==> config.mk <==
export PLATFORM = sky130hd
export DESIGN_NAME = tqvp_bus_initiator
export DESIGN_NICKNAME = d
export VERILOG_FILES = /design/src/rtl/tqvp_bus_initiator.sv
export SDC_FILE = /design/constraint.sdc
export NUM_CORES = 1
export LEC_CHECK = 0
export ABC_AREA = 1
export BUFFER_PORTS_ARGS = -buffer_cell sky130_fd_sc_hd__buf_4
export CORE_MARGIN = 5
export CORE_UTILIZATION = 45
export CTS_CLUSTER_DIAMETER = 80
export DETAILED_ROUTE_END_ITERATION = 16
export PLACE_DENSITY = 0.74
export SYNTH_ARGS = -nofsm -noshare
export SYNTH_HDL_FRONTEND = slang
export SYNTH_SLANG_ARGS = --single-unit
==> constraint.sdc <==
create_clock -name clk -period 2.04 [get_ports clk]
set_input_delay 0.408 -clock clk [delete_from_list [all_inputs] [get_ports clk]]
set_output_delay 0.408 -clock clk [all_outputs]
set_load 0.05 [all_outputs]
==> src/rtl/tqvp_bus_initiator.sv <==
// ---------------------------------------------------------------------------
// tqvp_bus_initiator
//
// Turns single-access commands from a host-side source (debug bridge or
// testbench) into TinyQV peripheral bus cycles on one peripheral slot. It
// returns one response per command and counts rising edges of the
// peripheral's interrupt line.
//
// Ports
//   clk, rst_n            clock, asynchronous active-low reset
//   cmd_valid/cmd_ready   command handshake (ready only while idle)
//   cmd_write             1 = write, 0 = read
//   cmd_size              00 = 8-bit, 01 = 16-bit, 10 = 32-bit, 11 = illegal
//   cmd_addr, cmd_wdata   peripheral address and write data
//   rsp_valid/rsp_ready   response handshake
//   rsp_rdata, rsp_err    zero-extended read data, error flag
//   per_address/per_wdata peripheral address / data_in (registered)
//   per_write_n/per_read_n peripheral strobes, 11 = idle (registered)
//   per_rdata/per_ready   peripheral data_out / data_ready
//   per_irq               peripheral user_interrupt
//   irq_rise, irq_count   edge pulse and wrapping 8-bit edge counter
// ---------------------------------------------------------------------------
module tqvp_bus_initiator #(
    parameter int TIMEOUT = 16
) (
    input  logic        clk,
    input  logic        rst_n,
    input  logic        cmd_valid,
    output logic        cmd_ready,
    input  logic        cmd_write,
    input  logic [1:0]  cmd_size,
    input  logic [5:0]  cmd_addr,
    input  logic [31:0] cmd_wdata,
    output logic        rsp_valid,
    input  logic        rsp_ready,
    output logic [31:0] rsp_rdata,
    output logic        rsp_err,
    output logic [5:0]  per_address,
    output logic [31:0] per_wdata,
    output logic [1:0]  per_write_n,
    output logic [1:0]  per_read_n,
    input  logic [31:0] per_rdata,
    input  logic        per_ready,
    input  logic        per_irq,
    output logic        irq_rise,
    output logic [7:0]  irq_count
);

    localparam int CNT_W = $clog2(TIMEOUT + 1);
    localparam logic [CNT_W-1:0] CNT_LIMIT = CNT_W'(TIMEOUT);
    localparam logic [CNT_W-1:0] CNT_ONE   = CNT_W'(1);

    typedef enum logic [1:0] {
        S_IDLE   = 2'd0,
        S_ACCESS = 2'd1,
        S_RESP   = 2'd2
    } state_t;

    state_t            state_q, state_d;
    logic              write_q, write_d;
    logic [1:0]        size_q, size_d;
    logic [5:0]        addr_q, addr_d;
    logic [31:0]       wdata_q, wdata_d;
    logic [31:0]       rdata_q, rdata_d;
    logic              err_q, err_d;
    logic [CNT_W-1:0]  cnt_q, cnt_d;
    logic [CNT_W-1:0]  cnt_inc;
    logic [1:0]        write_n_q, write_n_d;
    logic [1:0]        read_n_q, read_n_d;

    logic              irq_last_q;
    logic              irq_rise_q;
    logic [7:0]        irq_count_q;
    logic              irq_edge;

    function automatic logic [31:0] size_extend(input logic [31:0] d,
                                                input logic [1:0]  s);
        logic [31:0] r;
        case (s)
            2'b00:   r = {24'h0, d[7:0]};
            2'b01:   r = {16'h0, d[15:0]};
            default: r = d;
        endcase
        return r;
    endfunction

    assign cnt_inc = cnt_q + CNT_ONE;

    // Strobes are computed as next-state values so they leave a flop, which
    // puts the strobe one cycle after acceptance and drops it on the same
    // edge that moves the state out of ACCESS.
    always_comb begin
        state_d   = state_q;
        write_d   = write_q;
        size_d    = size_q;
        addr_d    = addr_q;
        wdata_d   = wdata_q;
        rdata_d   = rdata_q;
        err_d     = err_q;
        cnt_d     = cnt_q;
        write_n_d = 2'b11;
        read_n_d  = 2'b11;

        case (state_q)
            S_IDLE: begin
                if (cmd_valid) begin
                    write_d = cmd_write;
                    size_d  = cmd_size;
                    addr_d  = cmd_addr;
                    wdata_d = cmd_wdata;
                    rdata_d = 32'h0;
                    cnt_d   = '0;
                    if (cmd_size == 2'b11) begin
                        err_d   = 1'b1;
                        state_d = S_RESP;
                    end else begin
                        err_d   = 1'b0;
                        state_d = S_ACCESS;
                        if (cmd_write) write_n_d = cmd_size;
                        else           read_n_d  = cmd_size;
                    end
                end
            end

            S_ACCESS: begin
                if (write_q) begin
                    // Writes complete unconditionally; per_ready is ignored.
                    state_d = S_RESP;
                end else if (per_ready) begin
                    // Ready wins even on the cycle the wait counter expires.
                    rdata_d = size_extend(per_rdata, size_q);
                    state_d = S_RESP;
                end else begin
                    cnt_d = cnt_inc;
                    if (cnt_inc == CNT_LIMIT) begin
                        err_d   = 1'b1;
                        state_d = S_RESP;
                    end else begin
                        read_n_d = size_q;
                    end
                end
            end

            S_RESP: begin
                if (rsp_ready) state_d = S_IDLE;
            end

            default: state_d = S_IDLE;
        endcase
    end

    always_ff @(posedge clk or negedge rst_n) begin
        if (!rst_n) begin
            state_q   <= S_IDLE;
            write_q   <= 1'b0;
            size_q    <= 2'b00;
            addr_q    <= 6'h0;
            wdata_q   <= 32'h0;
            rdata_q   <= 32'h0;
            err_q     <= 1'b0;
            cnt_q     <= '0;
            write_n_q <= 2'b11;
            read_n_q  <= 2'b11;
        end else begin
            state_q   <= state_d;
            write_q   <= write_d;
            size_q    <= size_d;
            addr_q    <= addr_d;
            wdata_q   <= wdata_d;
            rdata_q   <= rdata_d;
            err_q     <= err_d;
            cnt_q     <= cnt_d;
            write_n_q <= write_n_d;
            read_n_q  <= read_n_d;
        end
    end

    // Interrupt edge detector runs independently of the command FSM.
    assign irq_edge = per_irq & ~irq_last_q;

    always_ff @(posedge clk or negedge rst_n) begin
        if (!rst_n) begin
            irq_last_q  <= 1'b0;
            irq_rise_q  <= 1'b0;
            irq_count_q <= 8'h0;
        end else begin
            irq_last_q  <= per_irq;
            irq_rise_q  <= irq_edge;
            irq_count_q <= irq_count_q + {7'h0, irq_edge};
        end
    end

    assign cmd_ready   = (state_q == S_IDLE);
    assign rsp_valid   = (state_q == S_RESP);
    assign rsp_rdata   = rdata_q;
    assign rsp_err     = err_q;
    assign per_address = addr_q;
    assign per_wdata   = wdata_q;
    assign per_write_n = write_n_q;
    assign per_read_n  = read_n_q;
    assign irq_rise    = irq_rise_q;
    assign irq_count   = irq_count_q;

endmodule

; After elaboration in Yosys (flattened, before gate mapping)
; Cells that the tools add are included.
[op_classes]
reduce_logical = 8
div_mod_pow = 0
mux = 33
multipliers = 0
order_cmp = 0
n_addsub = 2
n_eq_ne = 12
shifts = 0
bitwise = 2
[op_table]
columns = cell, count
row1 = $pmux 32 s2, 2
row2 = $mux 32, 3
row3 = $mux 2, 16
row4 = $mux 5, 3
row5 = $ne 2x2->1 const B, 5
row6 = $pmux 5 s2, 1
row7 = $add 8x1->8, 1
row8 = $reduce_and 4->1, 2
row9 = $pmux 2 s3, 1
row10 = $add 5x1->5 const B, 1
row11 = $eq 5x5->1 const B, 1
row12 = $mux 1, 5
row13 = $reduce_and 5->1, 1
row14 = $eq 2x1->1 const B, 2
row15 = $eq 2x2->1 const B, 2
row16 = $logic_not 2->1, 2
row17 = $ne 4x4->1 const B, 1
row18 = $pmux 2 s2, 1
row19 = $reduce_and 3->1, 1
row20 = $ne 2x1->1 const B, 1
row21 = $pmux 1 s2, 1
row22 = $reduce_and 2->1, 1
row23 = $reduce_bool 2->1, 1
row24 = $and 1x1->1, 1
row25 = $not 1->1, 1
[totals]
memories = 0
mem_bits_ro = 0
mem_bits_rw = 0
wordCells = 70
latchBits = 0
output_inout_bits = 86
in_bits = 79
register_bits = 95

; Longest topological paths before layout
; Gate-level depths: netlist (run 1).
[depth]
ltp_word = 6
depth_mapped = 9
mapped_depth_nobuf = 9

; Least setup slack after synthesis (run 1)
; OpenSTA, ideal clock, no wires.
[synth_timing]
path_type = register to register
from = register state_q[0]
to = register addr_q[0] (netlist: per_address[0])
arrival_time_ns = 1.798
slack_ns = 0.124
stages_incl_launch_ff = 7
required_time_ns = 1.922
setup_time_ns = 0.118
path_buffers = 2
synth_period_minus_slack_ns = 1.916
cell_sequence = dfrtp_1 > nor2_1 > nand2_2 > buf_2 > buf_2 > nand2_1 > nand2_1
[synth_via]
elab_chain_len = 2
[synth_rtl]
columns = element, line
row1 = from (decl), 59  ; state_t state_q, state_d;
row2 = from (signal assigned), 165  ; state_q <= state_d;
row3 = $logic_not 2->1, -
row4 = named net cmd_ready, 29  ; output logic cmd_ready,
row5 = $reduce_and 2->1 (no source line), -
row6 = to (signal assigned), 168  ; addr_q <= addr_d;
row7 = to (decl), 62  ; logic [5:0] addr_q, addr_d;
; The timed path passes the listed nets, and every way through them passes these cells.
; A chain may end at the register's enable or synchronous reset.

; Worst setup path in the final report (run 1)
[layout_timing]
from = register state_q[0]
to = output port cmd_ready
[layout_via]
elab_chain_len = 1
[layout_rtl]
columns = element, line
row1 = $logic_not 2->1, 193  ; assign cmd_ready = (state_q == S_IDLE);
row2 = to (decl), 29
; Every way passes these cells.

==> parameters.txt, run 1 <==
Parameter                              Value

Drt
  DRC Markers    0
  Via Count    3256
  Detailed Route WL    9.60 mm
  Ratio of routed vias to standard cells    4.71
  DRT antenna net count    0
  First-pass iteration count of the detailed router    4
  Initial DRC Count    71
  Average routed wire per standard cell    13.9 um

Worst setup path
  Startpoint class of the critical path    flop
  Critical path type    reg -> out
  Register-to-Register Setup Slack    0.49 ns
  Top fanout value on the critical path    4
  CP arrival    1.21 ns
  Crit end category    output port
  Endpoint required time on the critical path    1.63 ns

Synthesis
  Syn nets    498
  Post-synth cell types    23
  Instance count of the mapped netlist    416
  Dominant synthesized flop cell    dfrtp_1
  Sequential cell area fraction in the yosys report    62.5%
  Summed instance area of the synthesized netlist    0.00381 mm2
  Count of flip-flops with a built-in enable after synthesis    0
  Largest area contributor in the synthesized netlist    dfrtp_1
  Warning count from the yosys run    0
  Fraction of synthesized cell area taken by the top area cell type    59.7%
  Synth area leaders    dfrtp_1 (60%), nand2_1 (14%), nand3_1 (4.9%)
  FF+latch count, synth    95
  Ys async rst share    100%
  Mean area per synthesized cell    9.16 um2

Clocking
  Sinks on Clock Net    95
  TritonCTS clock tree    built
  Clock latency on the worst-skew pair    0.36 ns
  # Post-CTS Setup Buffers    0
  Cell at the root of the clock tree    clkbuf_8
  Hold buffers post-CTS    0
  Inserted Clock Buffers    9
  H-Tree Level Count    3
  Worst-path clk slew    0.09 ns
  Clock Tree Buf Depth    2
  Cells resized by post-CTS repair    0

Final layout
  Layout area overhead    41.3%
  Highest-count cells in the layout ignoring fill and taps    buf_4 (169), nand2_1 (145), dfrtp_1 (91)
  Area occupied by multi-input gates    0.00116 mm2
  Fraction of final layout cells sized beyond drive strength 1    33.4%
  Most common cell after layout, fill and taps aside    buf_4
  Fin nets    664
  Area taken by flip-flops and latches    0.00238 mm2
  Antenna fix cells    0
  Final cell count without fillers    692
  Cell area after layout    0.00539 mm2
  Fill cell instance count of the final layout    706

GRT
  Total gr overflow    0
  Antenna violations before repair    0
  First-pass GRT wire length    15.8 mm
  GRT Util Overall    19.1%
  Pin count of the biggest net entering global routing    96
  Vias in the first global route    3409

STA
  Setup violators final    0
  Worst slew pin tran    0.503 ns
  Time the worst path needs with I/O delays and setup    1.61 ns
  FMAX    620 MHz
  Final Hold Vio Count    0
  Final worst path period share    79.1%
  Post-Route Skew    0.0149 ns
  Worst rel slew slack    66.5%
  Final Slew Violations    0
  Accumulated negative setup slack    0 ns
  Setup repair after global routing missed its margin    no
  Post-route worst setup slack    0.426 ns

Place
  Cell Count Post-Placement    676
  Final estimated routing congestion in global placement    0.775
  Pre-CTS setup slack    0.453 ns
  IO buf count    164
  Final HPWL from detailed placement    7.11 mm
  Post-place instance area    0.00518 mm2

Worst hold path
  Worst min-delay path class    in -> async

Run
  Max cap viols    0

Status
  Outcome    finished, final reports clean

Floorplanning
  Die Footprint    0.0104 mm2
  Die span in y    102 um
  Floorplan Core Area    0.00822 mm2
  Number of ports placed on the die boundary    165
  Num rows    33
  Initial core utilization    46.4%
  Die W    102 um

Power and ir drop
  Leakage power    2.89 nW
  VDD IR-drop max    0.00144 V
  Overall power    0.00981 W
  Power density over the cells    1820 mW/mm2
registers in the layout, indices dropped and copies added, names as in the netlist:
| name | count |
|---|---|
| cnt_q | 5 |
| irq_count | 8 |
| irq_last_q | 1 |
| irq_rise | 1 |
| per_address | 6 |
| per_read_n | 2 |
| per_wdata | 32 |
| per_write_n | 2 |
| rsp_err | 1 |
| rsp_rdata | 32 |
| size_q | 2 |
| state_q | 2 |
| write_q | 1 |
where the power goes:
group          switching [W]  internal [W]  leakage (nW)  total [W]
clock               0.000662      0.000607        0.0993    0.00127
sequential          0.000467       0.00264          1.21    0.00311
combinational        0.00389       0.00154          1.59    0.00543
total                0.00502       0.00478          2.89    0.00981
critical path: stages, from the launching register on:
cell     delay [ns]
dfrtp_1        0.43
nor2_1         0.19
buf_4          0.24
metrics by stage:
step                utilization (%)  hold slack (ns)
floorplan                         -            0.112
global placement               63.1            0.402
detailed placement             63.1            0.418
CTS                            65.6            0.112
global route                   65.6            0.138
finish                         65.6           0.0786
cells in the mapped netlist, drive strengths merged, types with 2 or more instances:
master	number
inv	47
a21oi	8
o21ai	33
nand4	3
dfstp	4
o21bai	2
dfrtp	91
ha	3
nor2	12
nand2	147
nand3	37
xor2	5
nor3	3
buf	17
layout make-up:
type	count	share of cell area, %
timing repair buffer	172	24.7
tap	105	2.44
clock buffer	10	2.55
inverter	47	3.27
multi-input combinational	257	21.6
clock inverter	6	1.25
sequential	95	44.2
cell families (layout without fill, tap and decap cells):
family	Yosys count	count (layout)	synth area share [%]
AO/OA/AOI/OAI	45	45	6.43
XOR/XNOR	6	6	1.38
adder cells (fa/ha/maj)	3	3	0.985
buffers and inverters	64	235	6.99
flip-flops	95	95	62.5
AND/OR/NAND/NOR	203	203	21.7
metal layers:
metal / vias to the layer above / share of wire, % / routed length (um) / global-route usage (%)
met5: - / 0 / 0 / 0
li1: 1625 / - / - / -
met4: 0 / 1.5 / 142 / 5.65
met1: 1498 / 42 / 4020 / 25.1
met2: 119 / 46 / 4370 / 30.0
met3: 14 / 11 / 1070 / 6.96
worst paths after layout:
path / from / to / depth (start not counted)
max: state_q[0] / cmd_ready / 2
min: rst_n / per_wdata[3] / 2
max reg2reg: state_q[0] / per_wdata[6] / 6
min reg2reg: irq_last_q / irq_rise / 1
max in group asynchronous: rst_n / per_read_n[0] / 2
min in group clk: per_irq / irq_last_q / 1
Note: power is estimated with default switching activity, not from simulation.
==> run 2, diff against run 1 <==
CORE_UTILIZATION = 43   (was 45)
clock period = 1.4 ns   (was 2.04 ns; I/O delays follow)
==> parameters.txt, run 2 (same netlist as run 1, synthesis figures left out) <==
Parameter                              Value

Worst setup path
  Critical path's slowest cell    dfrtp_2
  CP Buf/Inv Count    1 (unchanged)
  Endpoint required time on the critical path    1.12 ns (-0.51 ns)
  Worst r2r dst    rsp_rdata[25]
  Worst reg-to-reg path cell count    7 (+1)
  Critical path type    reg -> out
  CP arrival    1.12 ns (-0.09 ns)
  CP delay by family, top    flip-flops
  Startpoint class of the critical path    flop
  Crit path largest cell delay    0.47 ns (+0.04 ns)
  Cell chain of the critical path    nor2_4, buf_8
  Register-to-Register Setup Slack    0.05 ns (-0.44 ns)
  Critical path depth    2 (unchanged)
  Top fanout value on the critical path    4 (unchanged)
  Crit end category    output port
  Worst flop-to-flop path startpoint    state_q[0]

Worst hold path
  Number of cells on the worst hold path    1
  Worst min-delay path class    in -> reg
  Startpoint of the most critical hold path    per_irq
  Hold Crit Endpoint    irq_last_q

Floorplanning
  Die span in y    104 um (+2.1%)
  Die Footprint    0.0108 mm2 (+4.2%)
  Number of ports placed on the die boundary    165 (unchanged)
  Die W    104 um (+2.1%)
  Floorplan Core Area    0.00868 mm2 (+5.6%)
  Num rows    34 (+3.0%)
  Initial core utilization    43.9% (-2.5 points)

STA
  Final Slew Violations    0 (unchanged)
  Worst rel slew slack    76.6% (+10 points)
  Accumulated negative setup slack    -0.00446 ns (-0.00446 ns)
  Final Hold Vio Count    0 (unchanged)
  Setup repair after global routing missed its margin    yes
  Setup violators final    1 (+1)
  Final worst path period share    100%
  FMAX    712 MHz
  Time the worst path needs with I/O delays and setup    1.40 ns
  Worst slew pin tran    0.351 ns (-0.152 ns)
  Post-Route Skew    0.0100 ns (-0.00492 ns)
  Post-route worst setup slack    -0.00446 ns (-0.431 ns)

Status
  Outcome    complete, but fails checks
  Violated checks    setup timing

Power and ir drop
  Leakage power    3.01 nW (+4.2%)
  Power density over the cells    2620 mW/mm2 (+44%)
  Internal power    0.00752 W (+57%)
  Fraction of power spent switching nets    49.9% (-1.3 points)
  Fraction of power consumed by combinational cells    56.6% (+1.2 points)
  Clock power frac    12.9% (about the same)
  Overall power    0.0150 W (+53%)
  Power dissipated by switching net loads    0.00750 W (+49%)
  VDD IR-drop max    0.00167 V (+16%)
  Relative contribution of sequential cells to total power    30.5% (-1.2 points)

Final layout
  Fin nets    680 (+2.4%)
  Fraction of final layout cells sized beyond drive strength 1    38.8% (+5.4 points)
  Highest-count cells in the layout ignoring fill and taps    buf_4 (175), nand2_1 (142), dfrtp_1 (89)
  Fill cell instance count of the final layout    698 (-1.1%)
  Most common cell after layout, fill and taps aside    buf_4
  Layout area overhead    50.6%
  Antenna fix cells    0 (unchanged)

Drt
  Detailed Route WL    9.91 mm (+3.3%)
  DRC Markers    0 (unchanged)
  Ratio of routed vias to standard cells    4.77 (+1.3%)
  Average routed wire per standard cell    13.9 um (+0.49%)
  Initial DRC Count    86 (+21%)
  Total met3 wirelength after detailed routing    999 um (-6.4%)
  Met2 layer wire length in the routed design    4.36 mm (-0.27%)
  Via Count    3389 (+4.1%)
  DRT antenna net count    0 (unchanged)
  First-pass iteration count of the detailed router    5 (+1)
  Sum of routed wire segments on met1    4.44 mm (+10%)
  Uppermost layer routed    met4

Clocking
  Clock Tree Buf Depth    2 (unchanged)
  Sinks on Clock Net    95 (unchanged)
  Inserted Clock Buffers    9 (unchanged)
  TritonCTS clock tree    built
  Clock latency on the worst-skew pair    0.35 ns (about the same)
  Cell at the root of the clock tree    clkbuf_8
  Worst-path clk slew    0.09 ns (about the same)
  H-Tree Level Count    3 (unchanged)

GRT
  Antenna violations before repair    0 (unchanged)
  GRT Util Overall    17.8% (-1.4 points)
  Vias in the first global route    3301 (-3.2%)
  First-pass GRT wire length    16.1 mm (+1.8%)
  Total gr overflow    0 (unchanged)
  Pin count of the biggest net entering global routing    45 (-53%)

Place
  IO buf count    164 (unchanged)
  Pre-CTS setup slack    -0.0957 ns (-0.548 ns)
  Final estimated routing congestion in global placement    0.761 (-1.7%)
  Final HPWL from detailed placement    7.19 mm (+1.1%)

Run
  Max cap viols    0 (unchanged)
==> run 2: changes by cell type in the layout (fill, tap and decap cells not counted), moves of 3 or more <==
cell / before / now
nand3_2: 0 / 10
o21ai_0: 31 / 22
nand2_1: 145 / 142
o21ai_1: 1 / 10
nand3_1: 37 / 27
nor2_1: 12 / 9
buf_12: 3 / 6
ha_1: 3 / 0
buf_4: 169 / 175
==> run 2: cell type report <==
class / instances / area [um2] / share of cell area, %
Multi-Input combinational cell: 257 / 1280 / 22.4
Sequential cell: 95 / 2380 / 41.5
Clock buffer: 11 / 131 / 2.29
Inverter: 47 / 176 / 3.07
Timing Repair Buffer: 188 / 1550 / 26.9
Clock inverter: 5 / 83.8 / 1.46
Tap cell: 108 / 135 / 2.35
==> run 2: worst max path at each step <==
stage                          to  startpoint  slack, ns
finish                  cmd_ready  state_q[0]     -0.004
CTS                     rsp_valid  state_q[0]     -0.006
global placement     irq_count[6]     per_irq       0.06
detailed placement   irq_count[6]     per_irq       -0.1
global route            rsp_valid  state_q[1]      -0.07
floorplan           rsp_rdata[19]  state_q[1]      -0.04
==> run 2: repair_timing <==
action / in CTS / in global routing
endpoints found under the setup margin: 3 / 42
pin swaps: 4 / 9
hold buffers: 1 / 0
gates cloned: 0 / 2
resized for setup: 12 / 9
endpoints found under the hold margin: 17 / 0
setup buffers: 4 / 3
==> run 2: routing by layer <==
metal  track usage (%)  vias to the layer above
met3              6.95                        8
li1                  -                     1660
met2              26.1                      133
met1              24.3                     1588
met4              5.55                        0
met5                 0                        -
==> run 2: stage by stage <==
| step | hold slack, ns | std cells | utilization [%] | instance area, um2 |
|---|---|---|---|---|
| final | 0.0428 | 711 | 66.2 | 5740 |
| after global routing | 0.0178 | 711 | 66.2 | 5740 |
| after CTS | 0.0212 | 706 | 64.9 | 5640 |
| after detailed placement | 0.218 | 685 | 61.5 | 5330 |
| after global placement | 0.214 | 685 | 61.5 | 5330 |
| after floorplan | -0.0156 | 416 | - | 3940 |
==> run 2: power groups by stage <==
stage / Combinational, W / Clock, W / Sequential (W)
finish: 0.00850 / 0.00194 / 0.00459
global route: 0.00902 / 0.00210 / 0.00473
CTS: 0.00832 / 0.00201 / 0.00458
detailed placement: 0.00821 / 0 / 0.00459
global placement: 0.00808 / 0 / 0.00457
floorplan: 0.00216 / 0 / 0.00804
==> run 3, diff against run 2 <==
CORE_UTILIZATION = 45   (was 43)
clock period = 1.8 ns   (was 1.4 ns; I/O delays follow)
==> parameters.txt, run 3 (same netlist as run 1, synthesis figures left out) <==
Parameter                              Value

Status
  Outcome    finished, final reports clean

Drt
  Detailed Route WL    9.44 mm (-4.7%)
  DRC Markers    0 (unchanged)
  Via Count    3262 (-3.7%)
  DRT antenna net count    0 (unchanged)
  First-pass iteration count of the detailed router    4 (-1)
  Ratio of routed vias to standard cells    4.70 (-1.4%)
  Average routed wire per standard cell    13.6 um (-2.4%)
  Initial DRC Count    47 (-45%)

GRT
  Pin count of the biggest net entering global routing    65 (+44%)
  Antenna violations before repair    0 (unchanged)
  GRT Util Overall    18.2% (+0.42 points)
  Vias in the first global route    3218 (-2.5%)
  First-pass GRT wire length    15.0 mm (-7.2%)
  Total gr overflow    0 (unchanged)

STA
  Setup violators final    0 (-1)
  Final worst path period share    86.0%
  Post-Route Skew    0.00964 ns (-0.000355 ns)
  Post-route worst setup slack    0.253 ns (+0.257 ns)
  Accumulated negative setup slack    0 ns (+0.00446 ns)
  Setup repair after global routing missed its margin    no
  Worst rel slew slack    69.1% (-7.5 points)
  FMAX    646 MHz
  Worst slew pin tran    0.463 ns (+0.112 ns)
  Final Hold Vio Count    0 (unchanged)
  Time the worst path needs with I/O delays and setup    1.55 ns
  Final Slew Violations    0 (unchanged)

Floorplanning
  Initial core utilization    46.4% (+2.5 points)
  Num rows    33 (-2.9%)
  Die Footprint    0.0104 mm2 (-4.0%)
  Die span in y    102 um (-2.0%)
  Die W    102 um (-2.0%)
  Number of ports placed on the die boundary    165 (unchanged)
  Floorplan Core Area    0.00822 mm2 (-5.3%)

Clocking
  Sinks on Clock Net    95 (unchanged)
  # Post-CTS Setup Buffers    0 (-4)
  H-Tree Level Count    3 (unchanged)
  Cell at the root of the clock tree    clkbuf_8
  Clock Tree Buf Depth    2 (unchanged)
  Clock latency on the worst-skew pair    0.34 ns (about the same)
  Inserted Clock Buffers    9 (unchanged)
  TritonCTS clock tree    built
  Worst-path clk slew    0.09 ns (about the same)
  Cells resized by post-CTS repair    0 (-12)

Power and ir drop
  Leakage power    2.90 nW (-3.7%)
  Power density over the cells    2050 mW/mm2 (-22%)
  VDD IR-drop max    0.00122 V (-27%)

Final layout
  Most common cell after layout, fill and taps aside    buf_4
  Post-route core utilization    65.7% (-0.50 points)
  Fraction of final layout cells sized beyond drive strength 1    33.6% (-5.2 points)
  Layout area overhead    41.5%
  Antenna fix cells    0 (unchanged)
  Highest-count cells in the layout ignoring fill and taps    buf_4 (171), nand2_1 (145), dfrtp_1 (91)
  Fin nets    666 (-2.1%)

Worst hold path
  Worst min-delay path class    in -> reg
  Startpoint of the most critical hold path    per_irq

Worst setup path
  Critical path type    reg -> out
  Beginning of the critical path    state_q[1]
  Cell chain of the critical path    inv_2, nor2_1, buf_4
  Top fanout value on the critical path    4 (unchanged)
  Crit path largest cell delay    0.43 ns (-0.04 ns)
  CP arrival    1.19 ns (+0.07 ns)
  Worst flop-to-flop path startpoint    state_q[0]
  Endpoint required time on the critical path    1.44 ns (+0.32 ns)
  Startpoint class of the critical path    flop
  Critical path's slowest cell    dfrtp_1
  Crit end category    output port

Run
  Max cap viols    0 (unchanged)

Place
  Final HPWL from detailed placement    7.18 mm (-0.14%)
  Pre-CTS setup slack    0.241 ns (+0.337 ns)
  Final estimated routing congestion in global placement    0.832 (+9.3%)
  IO buf count    164 (unchanged)
## run 3: metal layers
metal	track usage, %	routed length, um
met1	24.5	4090
met2	27.8	4140
met3	5.67	1050
met4	6.86	161
met5	0	0
## run 3: repair_timing
item / CTS / global route
hold buffers: 1 / 0
hold endpoints to repair: 29 / 0
endpoints found under the setup margin: 0 / 0
## run 3: power breakdown
group | switching, W | internal [W] | total, W
sequential | 0.000544 | 0.00299 | 0.00354
combinational | 0.00438 | 0.00172 | 0.00610
clock | 0.000727 | 0.000688 | 0.00141
## run 3: critical path: cells and delay by family, from the launching register on
kind                   cells  cell delay, ns
DFF                        1            0.43
and+or+nand+nor            1            0.13
buffers and inverters      2            0.28
## run 3: path summary, 6_finish.rpt
path | endpoint | slack [ns] | cells past startpoint
max | rsp_valid | 0.25 | 3
min | irq_last_q | 0.13 | 1
max reg2reg | per_wdata[30] | 0.27 | 6
min reg2reg | irq_rise | 0.42 | 1
max in group asynchronous | per_wdata[29] | 0.69 | 3
min in group asynchronous | rsp_rdata[1] | 0.49 | 2
## run 3: through the flow
stage	cells	power [W]	hold WS [ns]	instance area [um2]
floorplan	416	0.00772	0.0644	3810
global placement	677	0.00964	0.343	5180
detailed placement	677	0.00973	0.347	5180
CTS	694	0.0112	0.108	5400
global route	694	0.0117	0.105	5400
finish	694	0.0111	0.131	5400
## run 3: cell type report
class | count | area [um2]
multi-input combinational | 257 | 1170
timing repair buffer | 174 | 1330
tap | 105 | 131
clock buffer | 10 | 138
clock inverter | 6 | 68.8
fill | 688 | 2820
sequential | 95 | 2380
inverter | 47 | 176
